File: src/rtl/key_cursor.sv
// Pushbutton front end for the position game: synchronise, debounce and edge-detect
// four active-low buttons, then steer a wrapping 3-bit cursor and a confirm/hold handshake.
module key_cursor #(
  parameter int unsigned DEBOUNCE_CYCLES = 500000,
  parameter int unsigned CNT_W           = 19,
  parameter int unsigned POS_MAX         = 7
) (
  input  logic       clock,
  input  logic       reset,
  input  logic       switch,
  input  logic [3:0] button4,
  output logic [2:0] pos,
  output logic [3:0] key_state,
  output logic [3:0] press,
  output logic       confirm,
  output logic       busy
);

  localparam logic [1:0] IDLE   = 2'd0;
  localparam logic [1:0] ACTIVE = 2'd1;
  localparam logic [1:0] HOLD   = 2'd2;

  localparam logic [CNT_W-1:0] CNT_LAST  = CNT_W'(DEBOUNCE_CYCLES - 1);
  localparam logic [2:0]       POS_LAST  = 3'(POS_MAX);

  localparam int BTN_RIGHT   = 0;
  localparam int BTN_LEFT    = 1;
  localparam int BTN_HOME    = 2;
  localparam int BTN_CONFIRM = 3;

  logic [3:0]            sync1_q, sync2_q;
  logic [3:0]            key_q, key_d;
  logic [3:0][CNT_W-1:0] cnt_q, cnt_d;
  logic [3:0]            press_q, press_d;
  logic [1:0]            state_q, state_d;
  logic [2:0]            pos_q, pos_d;
  logic                  confirm_q, confirm_d;

  // Counter runs only while the synchronised level disagrees with the stable level.
  always_comb begin
    key_d = key_q;
    cnt_d = cnt_q;
    for (int i = 0; i < 4; i++) begin
      if (sync2_q[i] == key_q[i]) begin
        cnt_d[i] = '0;
      end else if (cnt_q[i] == CNT_LAST) begin
        key_d[i] = sync2_q[i];
        cnt_d[i] = '0;
      end else begin
        cnt_d[i] = cnt_q[i] + 1'b1;
      end
    end
    press_d = key_q & ~key_d;
  end

  always_comb begin
    state_d   = state_q;
    pos_d     = pos_q;
    confirm_d = 1'b0;
    case (state_q)
      IDLE: begin
        if (switch) begin
          state_d = ACTIVE;
          pos_d   = 3'd0;
        end
      end
      ACTIVE: begin
        if (!switch) begin
          state_d = IDLE;
        end else begin
          if (press_q[BTN_HOME]) begin
            pos_d = 3'd0;
          end else if (press_q[BTN_RIGHT] && !press_q[BTN_LEFT]) begin
            pos_d = (pos_q == POS_LAST) ? 3'd0 : pos_q + 3'd1;
          end else if (press_q[BTN_LEFT] && !press_q[BTN_RIGHT]) begin
            pos_d = (pos_q == 3'd0) ? POS_LAST : pos_q - 3'd1;
          end
          if (press_q[BTN_CONFIRM]) begin
            confirm_d = 1'b1;
            state_d   = HOLD;
          end
        end
      end
      HOLD: begin
        // Leave HOLD only once every button is seen released.
        if (!switch) begin
          state_d = IDLE;
        end else if (key_q == 4'b1111) begin
          state_d = ACTIVE;
        end
      end
      default: state_d = IDLE;
    endcase
  end

  always_ff @(posedge clock) begin
    if (!reset) begin
      sync1_q   <= 4'b1111;
      sync2_q   <= 4'b1111;
      key_q     <= 4'b1111;
      cnt_q     <= '0;
      press_q   <= 4'b0000;
      state_q   <= IDLE;
      pos_q     <= 3'd0;
      confirm_q <= 1'b0;
    end else begin
      sync1_q   <= button4;
      sync2_q   <= sync1_q;
      key_q     <= key_d;
      cnt_q     <= cnt_d;
      press_q   <= press_d;
      state_q   <= state_d;
      pos_q     <= pos_d;
      confirm_q <= confirm_d;
    end
  end

  assign pos       = pos_q;
  assign key_state = key_q;
  assign press     = press_q;
  assign confirm   = confirm_q;
  assign busy      = (state_q == HOLD);

endmodule
File: config.mk
export PLATFORM = sky130hd
export DESIGN_NAME = key_cursor
export DESIGN_NICKNAME = d
export VERILOG_FILES = /design/src/rtl/key_cursor.sv
export SDC_FILE = /design/constraint.sdc
export NUM_CORES = 1
export LEC_CHECK = 0
export BUFFER_PORTS_ARGS = -buffer_cell sky130_fd_sc_hd__clkbuf_2
export CAP_MARGIN = 20
export CORE_MARGIN = 4
export CORE_UTILIZATION = 45
export DETAILED_ROUTE_END_ITERATION = 12
export GPL_TIMING_DRIVEN = 0
export PLACE_DENSITY_LB_ADDON = 0.1
export SETUP_SLACK_MARGIN = 0.4
export SYNTH_ARGS = -nofsm -noshare
export SYNTH_HDL_FRONTEND = slang
export SYNTH_SLANG_ARGS = --single-unit
File: constraint.sdc
create_clock -name clock -period 2.3 [get_ports clock]
set_clock_uncertainty 0.15 [all_clocks]
set_input_delay 0.23 -clock clock [delete_from_list [all_inputs] [get_ports clock]]
set_output_delay 0.23 -clock clock [all_outputs]
set_load 0.005 [all_outputs]
=== Word level (Yosys, flattened, before mapping) ===
Cells that the tools add are included.

* Bits in registers: 98
* Word-level logic and storage cells: 74

* Equality and inequality tests: 17
* Reductions and logical operators: 14
* Multiplexer cells: 23
* Bitwise operators: 3
* Add/subtract/negate cells: 6

{| class="wikitable"
|+ Operators by type and width
! cell !! count
|-
| $add A19 B1 Y19 const B || 4
|-
| $eq A19 B19 Y1 const B || 4
|-
| $mux W3 || 7
|-
| $reduce_or A3 Y1 || 4
|-
| $mux W2 || 5
|-
| $mux W1 || 9
|-
| $pmux W2 S3 || 1
|-
| $pmux W3 S2 || 1
|-
| $reduce_and A3 Y1 || 2
|-
| $and A4 B4 Y4 || 1
|-
| $eq A1 B1 Y1 || 4
|-
| $eq A4 B4 Y1 const B || 1
|-
| $ne A2 B2 Y1 const B || 2
|-
| $ne A4 B4 Y1 const B || 1
|-
| $not A4 Y4 || 1
|-
| $reduce_and A4 Y1 || 1
|-
| $add A3 B1 Y3 const B || 1
|-
| $eq A3 B3 Y1 const B || 1
|-
| $logic_not A3 Y1 || 1
|-
| $ne A3 B2 Y1 const B || 1
|-
| $ne A3 B3 Y1 const B || 1
|-
| $sub A3 B1 Y3 const B || 1
|-
| $eq A2 B1 Y1 const B || 1
|-
| $eq A2 B2 Y1 const B || 1
|-
| 5 further kinds || 7
|}

=== Longest topological paths before layout ===
* Word-level depth: 7
* Gate-level depth with buffers: 7

=== Least setup slack after synthesis ===
OpenSTA, ideal clock, no wires.

* Path kind: flip-flop to flip-flop
* Start: reg cnt_q[0] in the netlist's numbering
* End: reg cnt_q[10] in the netlist's numbering
* Required time: 2,033 ps
* Data arrival time: 1,756 ps
* Stages on the path, launching flop included: 8
* Path buffers: 2
* Setup slack: 276 ps
* Period minus slack after synthesis: 2,024 ps
* Cells stage by stage: dfxtp_1 -> ha_1 -> nand4_1 -> nor4_2 -> a311o_1 -> buf_2 -> buf_2 -> nor2_1

* Longest elaborated chain between the ends: 2
* Elaborated cells between the ends (all ways): 3

{| class="wikitable"
|+ Ends and longest elaborated chain
! what !! RTL line !! RTL
|-
| start, declared || 33 || <nowiki>logic [3:0][CNT_W-1:0] cnt_q, cnt_d;</nowiki>
|-
| start signal, assigned || 110 || <nowiki>cnt_q <= cnt_d;</nowiki>
|-
| branches (longest 2 deep; another with $add A19 B1 Y19) || - ||
|}

Parallel ways; which one is timed is not known.
A chain may end at the register's enable or synchronous reset.

=== Worst setup path in the final report ===
* Start: reg cnt_q[11] in the netlist's numbering
* End: reg cnt_q[12] in the netlist's numbering

Same word-level chain as after synthesis.

==> run_results.csv <==
group,metric,value,unit
sta,hold_slack,0.0273,ns
grt,grt_antenna_before_repair,0,
place,dpl.hpwl,5970,um
critical_path,cp-start-kind,"flop",
clocking,cts_root_buf,"clkbuf_8",
sta,worst_pin_slew,0.472,ns
sta,rsz0062_at_grt,"true",
routing,firstDrtPassIters,4,
sta,finalHoldViolCount,0,
routing,drc,0,
pwr,switching_share,22.0,%
floorplanning,io_pins,20,
synth,avgSynthCellArea,8.74,um2
floorplanning,row_count,35,
pwr,leakagePower,1.77,nW
clocking,htreeDepth,3,
clocking,clk_latency,0.35,ns
run_status,outcome,"completed",
grt,globalRouteOverflowTotal,0,
sta,max-slew-margin-rel,68.5,%
critical_path,critPathKind,"reg2reg",
grt,grt_max_degree,17,
critical_path,cp.arrival,2.15,ns
sta,slew_violations,0,
place,numPortBuffers,19,
cells_and_area,area_growth,23.1,%
routing,detail-route-antenna-nets,0,
pwr,p_int,0.00227,W
clocking,clkSlewWorstSetupHoldPaths,0.10,ns
job,drv_cap,0,
floorplanning,die-area,11300,um2
pwr,p_sw,0.000641,W
synth,netlist_area,4360,um2
critical_path,critPathRequiredTime,2.40,ns
sta,setup_viol,0,
floorplanning,die_w,106,um
grt,grt_usage,16.4,%
floorplanning,core-area,9330,um2
synth,netlist_top_cells_area,"dfxtp_1, xor2_1, nor2_1",
sta,finalCritPeriodShare,89.1,%
place,gp_congestion,0.771,
synth,netlist_instances,499,
pwr,pwr-share-clk,38.6,%
floorplanning,initial_utilization,46.8,%
grt,grt_pass1_wl,15300,um
clocking,cts-buffers-inserted,9,
routing,wl_per_cell,12.7,um
pwr,combPwrFrac,2.8,%
pwr,power,0.00291,W
clocking,cts.path.max_buffers,2,
synth,async_flop_share,0,%
sta,min_period,2.05,ns
synth,ys_ff_latch,98,
cells_and_area,n_antenna_cell,0,
synth,synth_ff_type,"dfxtp_1",
critical_path,crit_fanout,5,
synth,synth-edff-count,0,
cells_and_area,nets,581,
routing,viasPerCell,5.28,
routing,vias,3688,
synth,synth_top_area_share,45.0,%
cells_and_area,fill_cells,840,
synth,syn_nets,515,
routing,dr.first_iter.drc_count,63,
critical_path,endpoint_kind,"flop",
synth,ys_seq_area_share,45.0,%
cells_and_area,finalCoreUtilization,57.6,%
min_path,hp-class,"in2reg",
pwr,seq_power_share,58.6,%
clocking,cts_tree,"yes",
clocking,cts.sinks,98,
pwr,vdd_drop_max,0.248,mV
routing,wl,8900,um
sta,fmax,0.488,GHz
grt,grt_pass1_vias,3364,
cells_and_area,final_cells,699,
synth,synth_cell_types,44,
place,dpl.cell_count,647,
cells_and_area,drive_above_1_share,23.9,%
floorplanning,die_h,106,um
pwr,p_per_area,542,nW/um2
synth,yosys.area.top_type,"dfxtp_1",
synth,ys.warnings.count,0,
sta,tns,0,ns
==> worst max-delay path, cell delays in order, from the launching register on <==
cell and delay (ns):
dfxtp_2 0.36, or4b_4 0.56, nor4_4 0.35, a311o_1 0.23, buf_6 0.14, buf_6 0.12, nor2_1 0.05
==> layout make-up <==
class / count / area, um2 / share of cell area [%]
clock buffers: 10 / 138 / 2.56
multi-input cells: 369 / 2410 / 44.9
repair buffers: 55 / 407 / 7.57
plain buffers: 16 / 110 / 2.05
inverters: 16 / 60.1 / 1.12
flip-flops and latches: 98 / 2020 / 37.6
clock inverters: 6 / 65.1 / 1.21
well taps: 129 / 161 / 3.00
==> kinds of logic after synthesis <==
family | synth area share (%)
AO/OA/AOI/OAI | 8.92
XOR/XNOR | 10.0
adder cells (fa/ha/maj) | 2.58
buffers and inverters | 2.87
flip-flops | 45.0
AND/OR/NAND/NOR | 30.6
==> layout by cell type, fill, tap and decap left out, drive strengths merged, types with 5 or more instances in the layout <==
cell type,synthesis,routed
nand2b,9,9
xor2,28,28
nor2,64,64
nor4,12,12
xnor2,22,22
buf,4,35
nand2,36,36
nand3,26,26
dfxtp,98,98
o31ai,9,9
and3,8,8
dlygate4sd3,0,5
or3,14,14
inv,16,17
nand3b,5,5
nand4,19,19
ha,9,9
and4,6,6
clkbuf,12,41
o21ai,16,16
nor3,9,9
nor3b,5,5
or4,11,11
or2,5,5
a21oi,30,30
==> state kept, by name, indices dropped and copies added, names as in the netlist <==
signal / flops
pos: 3
sync1_q: 4
key_state: 4
sync2_q: 4
press: 4
cnt_q: 76
confirm: 1
state_q: 2
==> power groups by stage <==
stage / Sequential, W / Clock, W / Combinational [W]
final: 0.00171 / 0.00112 / 0.0000811
after global placement: 0.00176 / 0 / 0.0000636
after floorplan: 0.00175 / 0 / 0.0000439
after detailed placement: 0.00176 / 0 / 0.0000650
after global routing: 0.00171 / 0.00125 / 0.0000908
after CTS: 0.00171 / 0.00117 / 0.0000817
==> worst paths after layout <==
kind / startpoint / endpoint / cells past startpoint / slack, ns
worst max-delay path: cnt_q[11]$_SDFF_PP0_ / cnt_q[12]$_SDFF_PP0_ / 6 / 0.25
worst min-delay path: reset / cnt_q[21]$_SDFF_PP0_ / 3 / 0.03
worst max register to register: cnt_q[11]$_SDFF_PP0_ / cnt_q[12]$_SDFF_PP0_ / 6 / 0.25
worst min register to register: sync1_q[1]$_SDFF_PN1_ / sync2_q[1]$_SDFF_PN1_ / 1 / 0.26
==> synthesized netlist by cell type (8+ instances only) <==
master    instances
nor4_1           11
clkbuf_1         12
or4_1            10
nor2_1           64
o21ai_0          16
ha_1              9
nand2_1          36
nand2b_1          9
a21oi_1          29
nand3_1          24
o31ai_1           9
or3_1            14
xor2_1           28
xnor2_1          22
inv_1            16
nor3_1            9
and3_1            8
nand4_1          18
dfxtp_1          98
==> layer usage <==
| metal | global-route usage (%) | vias up | share of wire (%) |
|---|---|---|---|
| li1 | - | 1905 | - |
| met1 | 22.5 | 1716 | 50 |
| met2 | 25.6 | 50 | 46 |
| met3 | 2.67 | 17 | 2.7 |
| met4 | 7.12 | 0 | 2.2 |
| met5 | 0 | - | 0 |
==> timing repair <==
item                                    4_1_cts  5_1_grt
pin swaps                                    22       14
buffers inserted                             19       11
hold buffers                                  5        0
gates cloned                                  1        0
gates resized for setup                      32       38
hold endpoints to repair                      5        0
endpoints found under the setup margin       75       67
==> through the flow <==
step,worst slack (ns),cell area [um2]
after floorplan,0.353,4400
after global placement,-0.0873,4660
after detailed placement,-0.122,4660
after CTS,0.305,5190
final,0.250,5370
after global routing,0.189,5370
No activity file was read; power rests on OpenSTA's default activity.
